===== config.mk =====
export PLATFORM = sky130hd
export DESIGN_NAME = fmps_multi_read_link_flat
export DESIGN_NICKNAME = d
export VERILOG_FILES = /design/src/rtl/fmps_multi_read_link_pkg.sv /design/src/rtl/fmps_multi_read_link_if.sv /design/src/rtl/fmps_multi_read_link_rx_parser.sv /design/src/rtl/fmps_multi_read_link.sv /design/src/flat_wrapper.sv
export SDC_FILE = /design/constraint.sdc
export NUM_CORES = 2
export LEC_CHECK = 0
export CAP_MARGIN = 20
export CORE_MARGIN = 2
export CORE_UTILIZATION = 30
export DETAILED_ROUTE_END_ITERATION = 12
export DONT_BUFFER_PORTS = 1
export PLACE_DENSITY_LB_ADDON = 0.05
export SYNTH_ARGS = -nofsm -noshare
export SYNTH_HDL_FRONTEND = slang
export SYNTH_SLANG_ARGS = --single-unit

===== constraint.sdc =====
create_clock -name auroraClk -period 18.4 [get_ports auroraClk]
set_input_delay 2.76 -clock auroraClk [delete_from_list [all_inputs] [get_ports auroraClk]]
set_output_delay 2.76 -clock auroraClk [all_outputs]
set_load 0.005 [all_outputs]

===== src/rtl/fmps_multi_read_link_pkg.sv =====
// Shared constants, status codes and parser state encodings for the multi-link FMPS reader.
package fmps_pkg;

  localparam logic [15:0] HEADER_MAGIC_DEFAULT = 16'hB6CF;
  localparam int          INDEX_LSB            = 10;

  typedef enum logic [1:0] {
    STATUS_OK      = 2'd0,
    STATUS_MISSING = 2'd1,
    STATUS_DUP     = 2'd2,
    STATUS_ERR     = 2'd3
  } status_e;

  typedef enum logic [1:0] {
    PS_IDLE = 2'd0,
    PS_DATA = 2'd1,
    PS_DROP = 2'd2
  } parser_state_e;

  // Protocol errors outrank duplicates, which outrank a short count.
  function automatic status_e statusOf(input logic anyErr, input logic dup, input logic missing);
    if (anyErr)  return STATUS_ERR;
    if (dup)     return STATUS_DUP;
    if (missing) return STATUS_MISSING;
    return STATUS_OK;
  endfunction

endpackage


===== src/rtl/fmps_multi_read_link_if.sv =====
// Bundle of per-link Aurora RX stream signals; there is no ready, the receiver must keep up.
interface fmps_multi_read_link_if #(
  parameter int NUM_LINKS = 2
) ();
  logic [NUM_LINKS-1:0]    TVALID;
  logic [NUM_LINKS-1:0]    TLAST;
  logic [32*NUM_LINKS-1:0] TDATA;

  modport master (output TVALID, TLAST, TDATA);
  modport slave  (input  TVALID, TLAST, TDATA);
endinterface


===== src/rtl/fmps_multi_read_link_rx_parser.sv =====
// Per-link FMPS packet parser: header check, payload capture, one-deep holding register with req/ack.
// req rises the cycle after TLAST; a packet finishing while the holding register is still pending is dropped.
module fmps_rx_parser
  import fmps_pkg::*;
#(
  parameter int          INDEX_WIDTH    = 5,
  parameter int          NUM_DATA_WORDS = 1,
  parameter logic [15:0] HEADER_MAGIC   = HEADER_MAGIC_DEFAULT
) (
  input  logic                          auroraClk,
  input  logic                          auroraReset,
  input  logic                          tValid,
  input  logic                          tLast,
  input  logic [31:0]                   tData,
  input  logic                          ack,
  output logic                          req,
  output logic [INDEX_WIDTH-1:0]        reqIndex,
  output logic [32*NUM_DATA_WORDS-1:0]  reqData,
  output logic                          magicErr,
  output logic                          lenErr,
  output logic                          ovrErr
);

  localparam int CNT_W = $clog2(NUM_DATA_WORDS + 1);

  parser_state_e                 state, stateNext;
  logic [CNT_W-1:0]              wordCnt;
  logic [INDEX_WIDTH-1:0]        pktIndex;
  logic [32*NUM_DATA_WORDS-1:0]  shiftReg, assembled;
  logic                          isMagic, full, pending, takeWord, complete;

  assign isMagic = (tData[31:16] == HEADER_MAGIC);
  assign full    = (wordCnt == CNT_W'(NUM_DATA_WORDS));
  assign pending = req && !ack;

  always_ff @(posedge auroraClk) begin
    if (auroraReset) state <= PS_IDLE;
    else             state <= stateNext;
  end

  always_comb begin
    stateNext = state;
    case (state)
      PS_IDLE: if (tValid && !tLast) stateNext = isMagic ? PS_DATA : PS_DROP;
      PS_DATA: begin
        if (tValid) begin
          if (tLast)     stateNext = PS_IDLE;
          else if (full) stateNext = PS_DROP;
        end
      end
      PS_DROP: if (tValid && tLast) stateNext = PS_IDLE;
      default: stateNext = PS_IDLE;
    endcase
  end

  always_comb begin
    takeWord = 1'b0;
    complete = 1'b0;
    magicErr = 1'b0;
    lenErr   = 1'b0;
    ovrErr   = 1'b0;
    case (state)
      PS_IDLE: begin
        if (tValid) begin
          if (!isMagic)  magicErr = 1'b1;
          else if (tLast) lenErr  = 1'b1;   // header with no payload at all
        end
      end
      PS_DATA: begin
        if (tValid) begin
          if (full) begin
            lenErr = 1'b1;
          end else begin
            takeWord = 1'b1;
            if (tLast) begin
              if (wordCnt != CNT_W'(NUM_DATA_WORDS - 1)) lenErr = 1'b1;
              else if (pending)                          ovrErr = 1'b1;
              else                                       complete = 1'b1;
            end
          end
        end
      end
      default: ;
    endcase
  end

  // Payload word 0 (first after the header) lands in the low 32 bits.
  always_comb begin
    assembled = shiftReg;
    assembled[32*wordCnt +: 32] = tData;
  end

  always_ff @(posedge auroraClk) begin
    if (auroraReset) begin
      wordCnt  <= '0;
      pktIndex <= '0;
      shiftReg <= '0;
      req      <= 1'b0;
      reqIndex <= '0;
      reqData  <= '0;
    end else begin
      if (state == PS_IDLE && tValid) begin
        wordCnt  <= '0;
        pktIndex <= tData[INDEX_LSB +: INDEX_WIDTH];
      end else if (takeWord) begin
        shiftReg <= assembled;
        wordCnt  <= wordCnt + 1'b1;
      end
      if (complete) begin
        req      <= 1'b1;
        reqIndex <= pktIndex;
        reqData  <= assembled;
      end else if (ack) begin
        req <= 1'b0;
      end
    end
  end

endmodule


===== src/rtl/fmps_multi_read_link.sv =====
// Multi-link FMPS reader: per-link parsers, round-robin commit into a 2-bank RAM swapped by FAstrobe.
// One commit per cycle; streams have no back-pressure, status pulses the cycle after FAstrobe.
module fmps_multi_read_link
  import fmps_pkg::*;
#(
  parameter int          NUM_LINKS      = 2,
  parameter int          INDEX_WIDTH    = 5,
  parameter int          NUM_DATA_WORDS = 1,
  parameter logic [15:0] HEADER_MAGIC   = HEADER_MAGIC_DEFAULT
) (
  input  logic                          auroraClk,
  input  logic                          auroraReset,
  input  logic                          FAstrobe,
  input  logic [INDEX_WIDTH:0]          expectedCount,
  fmps_multi_read_link_if.slave         rx,
  output logic                          statusStrobe,
  output logic [1:0]                    statusCode,
  output logic [INDEX_WIDTH:0]          statusCounter,
  output logic [2**INDEX_WIDTH-1:0]     fmpsBitmap,
  output logic [INDEX_WIDTH:0]          fmpsCounter,
  output logic                          allPresent,
  input  logic [INDEX_WIDTH-1:0]        readoutAddress,
  output logic [32*NUM_DATA_WORDS-1:0]  readoutData
);

  localparam int SLOTS     = 2**INDEX_WIDTH;
  localparam int PAYLOAD_W = 32*NUM_DATA_WORDS;
  localparam int LINK_W    = (NUM_LINKS > 1) ? $clog2(NUM_LINKS) : 1;

  logic [NUM_LINKS-1:0]    req, ack, magicErr, lenErr, ovrErr;
  logic [INDEX_WIDTH-1:0]  reqIndex [NUM_LINKS];
  logic [PAYLOAD_W-1:0]    reqData  [NUM_LINKS];

  for (genvar k = 0; k < NUM_LINKS; k++) begin : gLink
    fmps_rx_parser #(
      .INDEX_WIDTH    (INDEX_WIDTH),
      .NUM_DATA_WORDS (NUM_DATA_WORDS),
      .HEADER_MAGIC   (HEADER_MAGIC)
    ) uParser (
      .auroraClk   (auroraClk),
      .auroraReset (auroraReset),
      .tValid      (rx.TVALID[k]),
      .tLast       (rx.TLAST[k]),
      .tData       (rx.TDATA[32*k +: 32]),
      .ack         (ack[k]),
      .req         (req[k]),
      .reqIndex    (reqIndex[k]),
      .reqData     (reqData[k]),
      .magicErr    (magicErr[k]),
      .lenErr      (lenErr[k]),
      .ovrErr      (ovrErr[k])
    );
  end

  logic [LINK_W-1:0] rrPtr, grantIdx;
  logic              grantVld;

  // Search starts just after the last-granted link so no link can starve.
  always_comb begin
    logic [LINK_W-1:0] cand;
    grantVld = 1'b0;
    grantIdx = rrPtr;
    cand     = rrPtr;
    for (int i = 1; i <= NUM_LINKS; i++) begin
      cand = LINK_W'((int'(rrPtr) + i) % NUM_LINKS);
      if (!grantVld && req[cand]) begin
        grantVld = 1'b1;
        grantIdx = cand;
      end
    end
  end

  always_comb begin
    ack = '0;
    if (grantVld) ack[grantIdx] = 1'b1;
  end

  logic                    activeBank, writeBank, commit, isDup, newErr;
  logic [1:0][SLOTS-1:0]   bitmap;
  logic [SLOTS-1:0]        liveBits, slotBit;
  logic [INDEX_WIDTH-1:0]  gIndex;
  logic [PAYLOAD_W-1:0]    gData;
  logic                    errFlag, dupFlag;
  logic [PAYLOAD_W-1:0]    mem [2*SLOTS];

  // On FAstrobe the grant already targets the freshly cleared bank.
  assign writeBank = FAstrobe ? ~activeBank : activeBank;
  assign liveBits  = FAstrobe ? '0 : bitmap[writeBank];
  assign gIndex    = reqIndex[grantIdx];
  assign gData     = reqData[grantIdx];
  assign slotBit   = SLOTS'(1) << gIndex;
  assign commit    = grantVld && !liveBits[gIndex];
  assign isDup     = grantVld &&  liveBits[gIndex];
  assign newErr    = |{magicErr, lenErr, ovrErr};

  assign fmpsBitmap = bitmap[~activeBank];
  assign allPresent = (fmpsCounter >= expectedCount);

  always_ff @(posedge auroraClk) begin
    if (auroraReset) begin
      activeBank    <= 1'b0;
      bitmap        <= '0;
      fmpsCounter   <= '0;
      rrPtr         <= '0;
      errFlag       <= 1'b0;
      dupFlag       <= 1'b0;
      statusStrobe  <= 1'b0;
      statusCode    <= STATUS_OK;
      statusCounter <= '0;
    end else begin
      if (grantVld) rrPtr <= grantIdx;
      bitmap[writeBank] <= liveBits | (commit ? slotBit : '0);
      fmpsCounter       <= (FAstrobe ? '0 : fmpsCounter) + (INDEX_WIDTH+1)'(commit);
      if (FAstrobe) begin
        activeBank    <= ~activeBank;
        statusStrobe  <= 1'b1;
        statusCounter <= fmpsCounter;
        statusCode    <= statusOf(errFlag, dupFlag, fmpsCounter < expectedCount);
        errFlag       <= newErr;
        dupFlag       <= isDup;
      end else begin
        statusStrobe <= 1'b0;
        errFlag      <= errFlag | newErr;
        dupFlag      <= dupFlag | isDup;
      end
    end
  end

  always_ff @(posedge auroraClk) begin
    if (commit && !auroraReset) mem[{writeBank, gIndex}] <= gData;
  end

  always_ff @(posedge auroraClk) begin
    if (auroraReset) readoutData <= '0;
    else             readoutData <= mem[{~activeBank, readoutAddress}];
  end

endmodule

===== src/flat_wrapper.sv =====
// flat-port wrapper written by rule: the top's interface ports become plain ports
module fmps_multi_read_link_flat import fmps_pkg::*;
#(
  parameter int          NUM_LINKS      = 2,
  parameter int          INDEX_WIDTH    = 5,
  parameter int          NUM_DATA_WORDS = 1,
  parameter logic [15:0] HEADER_MAGIC   = HEADER_MAGIC_DEFAULT
)
  (auroraClk, auroraReset, FAstrobe, expectedCount, statusStrobe, statusCode, statusCounter, fmpsBitmap, fmpsCounter, allPresent, readoutAddress, readoutData, rx_TVALID, rx_TLAST, rx_TDATA);
  fmps_multi_read_link_if #(.NUM_LINKS(NUM_LINKS)) rx_i ();
  input  logic auroraClk;
  input  logic auroraReset;
  input  logic FAstrobe;
  input  logic [INDEX_WIDTH:0] expectedCount;
  output logic statusStrobe;
  output logic [1:0] statusCode;
  output logic [INDEX_WIDTH:0] statusCounter;
  output logic [2**INDEX_WIDTH-1:0] fmpsBitmap;
  output logic [INDEX_WIDTH:0] fmpsCounter;
  output logic allPresent;
  input  logic [INDEX_WIDTH-1:0] readoutAddress;
  output logic [32*NUM_DATA_WORDS-1:0] readoutData;
  input wire logic [$bits(rx_i.TVALID)-1:0] rx_TVALID;
  input wire logic [$bits(rx_i.TLAST)-1:0] rx_TLAST;
  input wire logic [$bits(rx_i.TDATA)-1:0] rx_TDATA;
  assign rx_i.TVALID = rx_TVALID;
  assign rx_i.TLAST = rx_TLAST;
  assign rx_i.TDATA = rx_TDATA;
  fmps_multi_read_link #(.NUM_LINKS(NUM_LINKS), .INDEX_WIDTH(INDEX_WIDTH), .NUM_DATA_WORDS(NUM_DATA_WORDS), .HEADER_MAGIC(HEADER_MAGIC)) u_core (.auroraClk(auroraClk), .auroraReset(auroraReset), .FAstrobe(FAstrobe), .expectedCount(expectedCount), .rx(rx_i), .statusStrobe(statusStrobe), .statusCode(statusCode), .statusCounter(statusCounter), .fmpsBitmap(fmpsBitmap), .fmpsCounter(fmpsCounter), .allPresent(allPresent), .readoutAddress(readoutAddress), .readoutData(readoutData));
endmodule

## Word level (Yosys, flattened, before mapping)

Memories as Yosys holds them, arrays and structs flattened. A register that Yosys moved wholly into a read port is not among the register bits.
Cells that the tools add are included.

| cells by class | value |
|---|---|
| $add $sub $neg | 7 |
| $lt $le $gt $ge | 11 |
| equal/unequal tests | 14 |
| shift operators | 5 |
| mux-type cells | 117 |
| bitwise gates (word level) | 7 |
| reductions and logical operators | 32 |

Operators by type and width:

| kind | count |
|---|---|
| 32-bit two-way mux | 10 |
| 1-bit two-way mux | 74 |
| 6-bit negator with 34-bit output | 2 |
| 32-bit by 34-bit variable shift with 32-bit output (first input constant) | 2 |
| 32-bit by 34-bit variable part select with 32-bit output | 2 |
| 32-bit bitwise mux | 2 |
| 64-bit bitwise mux | 1 |
| 2-bit two-way mux | 19 |
| 32-bit demux with 1-bit select | 1 |
| 16-bit == test (second input constant) | 2 |
| 32-bit OR | 1 |
| 1-bit by 5-bit left shift with 32-bit output (first input constant) | 1 |
| 5-bit two-way mux | 3 |
| 1-bit logical AND | 14 |
| 2-bit != test (second input constant) | 6 |
| 2-bit case mux with 3 select lines | 2 |
| 1-bit by 2-bit less-than comparator with 1-bit output (second input constant) | 5 |
| 4-bit AND reduction | 2 |
| 1-bit zero test | 7 |
| 6-bit by 1-bit adder with 6-bit output | 1 |
| 6-bit greater-or-equal comparator | 1 |
| 5-bit by 6-bit less-than comparator with 1-bit output (second input constant) | 1 |
| 6-bit less-than comparator | 1 |
| 6-bit two-way mux | 1 |
| other kinds (17) | 32 |

| storage, ports and cells | value |
|---|---|
| flip-flop bits (word level) | 239 |
| bits in writable memories | 2,048 |
| input bits | 82 |
| output and inout bits | 80 |
| word-level logic and storage cells | 218 |
| memories | 1 |

Memories:

| name | words | width | rd ports | clocked after Yosys merged registers in | write ports | RTL line | text |
|---|---|---|---|---|---|---|---|
| u_core.mem | 64 | 32 | 1 | 1 | 1 | fmps_multi_read_link.sv:84 | `logic [PAYLOAD_W-1:0] mem [2*SLOTS];` |

## Longest topological paths before layout

| depth | value |
|---|---|
| depth after elaboration | 22 |
| gate-level depth with buffers | 15 |
| mapped depth without buffers | 12 |

## Cells and area by module

From an unflattened synthesis, not the netlist that was laid out.

| second synthesis, totals | value |
|---|---|
| cells, all modules | 4,401 |
| area, all modules | 90,262.8 µm² |

By module, submodules not included:

| module | instances | cells an instance | area each (µm²) |
|---|---|---|---|
| fmps_multi_read_link | 1 | 3,685 | 83,829.1 |
| fmps_rx_parser | 2 | 358 | 3,216.8 |

## Least setup slack after synthesis

Ideal clock, no wire load.

| timing path | value |
|---|---|
| path kind | in2reg |
| from | input FAstrobe |
| to | memory u_core.mem[8][0] (netlist bit) (enable) |
| setup time | 513 ps |
| data arrival time | 7,663 ps |
| path slack | 10,224 ps |
| cell stages on the path | 8 |
| cells stage by stage | clkbuf_1 -> clkbuf_1 -> nor2_1 -> a221oi_1 -> a22oi_1 -> a22oi_4 -> o21ai_2 -> nor4b_1 |

| on the way | value |
|---|---|
| cells in the longest elaborated chain, start to end | 11 |

RTL lines:

| what | RTL line | text |
|---|---|---|
| start, declared | flat_wrapper.sv:13 | `input logic FAstrobe;` |
| 1-bit two-way mux | fmps_multi_read_link.sv:87 | `assign writeBank = FAstrobe ? ~activeBank : activeBank;` |
| 32-bit two-way mux (implied by the code) (2 in series) | fmps_multi_read_link.sv:88 | `assign liveBits = FAstrobe ? '0 : bitmap[writeBank];` |
| 32-bit two-way mux | fmps_multi_read_link.sv:88 |  |
| 1-bit binary-select mux with 5-bit select | fmps_multi_read_link.sv:92 | `assign commit = grantVld && !liveBits[gIndex];` |
| 1-bit two-way mux (implied by the code) | fmps_multi_read_link.sv:92 |  |
| 1-bit zero test | fmps_multi_read_link.sv:92 |  |
| 1-bit logical AND | fmps_multi_read_link.sv:92 |  |
| 1-bit logical AND | fmps_multi_read_link.sv:130 | `if (commit && !auroraReset) mem[{writeBank, gIndex}] <= gData;` |
| 1-bit two-way mux | fmps_multi_read_link.sv:130 |  |
| 1-bit two-way mux (implied by the code) | fmps_multi_read_link.sv:130 |  |
| end, declared | fmps_multi_read_link.sv:84 |  |

Several ways; a longest one is shown, not always the timed one. The select of a mux whose other input is x is not followed.

## Final worst setup path

| timing path | value |
|---|---|
| from | input expectedCount[3] |
| to | output allPresent |

| on the way | value |
|---|---|
| cells in the longest elaborated chain, start to end | 1 |

RTL lines:

| what | RTL line | text |
|---|---|---|
| start, declared | flat_wrapper.sv:14 | `input logic [INDEX_WIDTH:0] expectedCount;` |
| 6-bit greater-or-equal comparator | fmps_multi_read_link.sv:97 | `assign allPresent = (fmpsCounter >= expectedCount);` |
| end, declared | flat_wrapper.sv:20 | `output logic allPresent;` |

Every way passes these cells.

==> impl_metrics.toml <==
[placed_design]
place_hpwl_um = 150400
place_area_mm2 = 0.09536
gp_congestion = 0.8044
port_buffers = 0

[floorplan]
ioPinCount = 162
start_util = 0.3010
dieArea_mm2 = 0.3049
die_y_um = 552.2
rows = 201
dieWidth_um = 552.2
coreArea_mm2 = 0.2995

[timing]
slew_viol_final = 185
hold_viol_final = 0
rsz0062_at_grt = "false"
tightest_slew_ps = 1979
period_needed_ps = 6683
tns_ps = 0
maxSlewHeadroom = -0.3191
post-route-period-util = 0.3632
skew_ps = 32.22
max_freq_ghz = 0.1496
setup_viol = 0

[worst_setup_path]
cp_max_fo = 2
required_ps = 15640
crit_family = "compound AO/OA/AOI/OAI gates"
startpoint_type = "primary input"
r2r_setup_slack_ps = 12620
crit_arrival_ps = 3920
end_kind = "output pin"
path_cells = "inv_1 > ha_1 > a21o_1 > a21o_1 > a211oi_1 > o21ai_0"
path_class = "in2out"
slowest_delay_ps = 300
crit_top_cell = "a21o_1"
slowest_stage = "ha_1"
cp.buffers_inverters = 1

[layout]
drive_above_1_share = 0.2799
utilization = 0.3486
area_growth_pct = 15.82
finalInstanceArea_mm2 = 0.1044
fin_nets = 4658

[global_routing]
grt_max_degree = 513
overflow = 0
grt_pass1_vias = 45859
antenna_found_initial = 25
grt_pass1_wl_um = 381900
grt_usage = 0.1764

[synth]
netlist_area_mm2 = 0.09016
syn-mean-instance-area_um2 = 20.30
yosysWarnings = 0
syn_nets = 4531
synth_edf_count = 2048
ys_seq_area_frac = 0.7423
synthCells = 4441
synth_seq_cells = 2319
synth-async-reset-ratio = 0
ys_types = 66
synth-main-ff-cell = "edfxtp_1"

[clock_tree]
clockBufferDepth = 4
worst_skew_pair.late_latency_ps = 870
htreeDepth = 5
ctsResizeCount = 0
root_buffer = "clkbuf_16"
cts_buffers = 280
cts.clk_slew.worst_paths_ps = 50
holdBufCountCts = 0
cts_setup_buffers = 0
cts_sinks = 2319
cts_tree = "done"

[routing]
drt-met1-wl_um = 125200
drc_errors = 0
drt-total-wl_um = 272600
top_layer_used = "met4"
ant_nets = 0
num_vias = 44400
routed_via_density = 5.070
first_pass_iters = 6
wl_per_cell_um = 31.12
drt_iter0_drc = 3747
wl_met3_um = 13380
dr_wl_met2_um = 129800

[run]
drv_cap = 0

[run_status]
violations = "max-slew violations"
status = "complete, but fails checks"

[power_and_ir_drop]
ir_drop_uv = 55.82
power_density_mw_per_mm2 = 108.5
p_leak_nw = 35.85

[worst_hold_path]
hold_path.class = "reg2reg"
[synth_stat cells (12+ instances only)]
cell type	number	share of area
nor3_1	37	0.0021
buf_2	56	0.0031
and2_1	19	0.0013
nand3_1	33	0.0018
inv_1	12	0.00050
o21ai_0	54	0.0030
a21oi_1	138	0.0077
nor2_1	196	0.0082
mux4_2	657	0.16
dfxtp_1	271	0.060
nand2_1	226	0.0094
mux2i_1	114	0.013
nor2b_1	25	0.0017
edfxtp_1	2048	0.68
a31oi_1	17	0.0012
clkbuf_1	174	0.0072
mux2_2	76	0.0095
a211oi_1	103	0.0086
buf_1	36	0.0015
[cell families after synthesis]
group                    after synthesis  synth area share
XOR/XNOR                               5         0.0004858
flip-flops                          2319            0.7423
multiplexers                         850            0.1867
AND/OR/NAND/NOR                      582           0.02814
buffers and inverters                285           0.01306
AO/OA/AOI/OAI                        392           0.02817
adder cells (fa/ha/maj)                8          0.001110
[tightest hold or removal path, delay by kind of cell, from the launching register on]
family,cells,cell delay [ps]
AO/OA/AOI/OAI,1,50
flip-flops,1,300
AND/OR/NAND/NOR,1,50
[flip-flops by register name, summed over array words and instances, names as in the netlist, 2 cells and up]
register,cells
u_core.statusCounter,6
u_core.gLink.uParser.reqData,64
u_core.gLink.uParser.shiftReg,64
u_core.gLink.uParser.full,2
u_core.bitmap,64
u_core.gLink.uParser.req,2
u_core.gLink.uParser.reqIndex,10
u_core.fmpsCounter,6
u_core.statusCode,2
u_core.mem,2048
u_core.gLink.uParser.pktIndex,10
u_core.gLink.uParser.state,4
u_core.readoutData,32
[layout make-up]
class | instances | area (um2)
multi-input cells | 1837 | 22580
diodes | 5 | 12.51
repair buffers | 117 | 985.9
well taps | 3958 | 4952
inverters | 13 | 48.80
flip-flops and latches | 2319 | 66930
clock inverters | 150 | 1265
fillers | 27784 | 195100
clock buffers | 359 | 7646
[cell usage in the layout, fill, tap and decap left out, types with 8 or more instances in the layout]
cell / count
ha_1: 8
clkbuf_1: 56
inv_1: 12
mux2i_1: 113
nand3_1: 33
a211oi_1: 103
a221oi_1: 10
clkinv_1: 59
nor2b_1: 25
nor3_2: 17
nor2_1: 149
nor2_4: 45
clkinv_2: 52
mux4_2: 657
o2111ai_1: 9
a21oi_1: 138
o21ai_0: 54
nand2_1: 226
and2_1: 19
mux2_2: 61
dfxtp_1: 268
clkbuf_16: 290
nand4_1: 9
mux2_4: 16
clkbuf_8: 13
bufinv_16: 17
a22oi_1: 8
a31oi_1: 17
buf_4: 111
nor3_1: 20
o211ai_1: 10
inv_6: 8
or2_2: 8
edfxtp_1: 2048
[power breakdown]
part | internal [W] | switching, W
logic | 0.000146 | 0.000133
registers | 0.00565 | 0.0000113
clock network | 0.00318 | 0.00221
[metrics by stage]
stage	cells	setup WS, ps	power [W]	hold WS [ps]
after floorplan	4441	10220	0.006003	431.2
after CTS	8748	11710	0.01147	449.4
after global placement	8238	11400	0.006010	436.4
final	8758	11720	0.01133	447.7
after global routing	8754	11650	0.01172	464.9
after detailed placement	8239	11720	0.006010	441.8
[metal layers]
layer | vias to the layer above | GRT usage
met5 | - | 0
met4 | 0 | 0.03302
met3 | 307 | 0.02962
met2 | 1118 | 0.2848
met1 | 24306 | 0.2515
li1 | 18669 | -
[path summary, 6_finish.rpt]
kind / from / to / cells after the start
min: u_core.gLink[1].uParser.shiftReg[5] / u_core.gLink[1].uParser.shiftReg[5] / 2
max: expectedCount[3] / allPresent / 6
min reg2reg: u_core.gLink[1].uParser.shiftReg[5] / u_core.gLink[1].uParser.shiftReg[5] / 2
max reg2reg: u_core.activeBank / u_core.mem[55][6] / 10
Note: power is estimated with default switching activity, not from simulation.
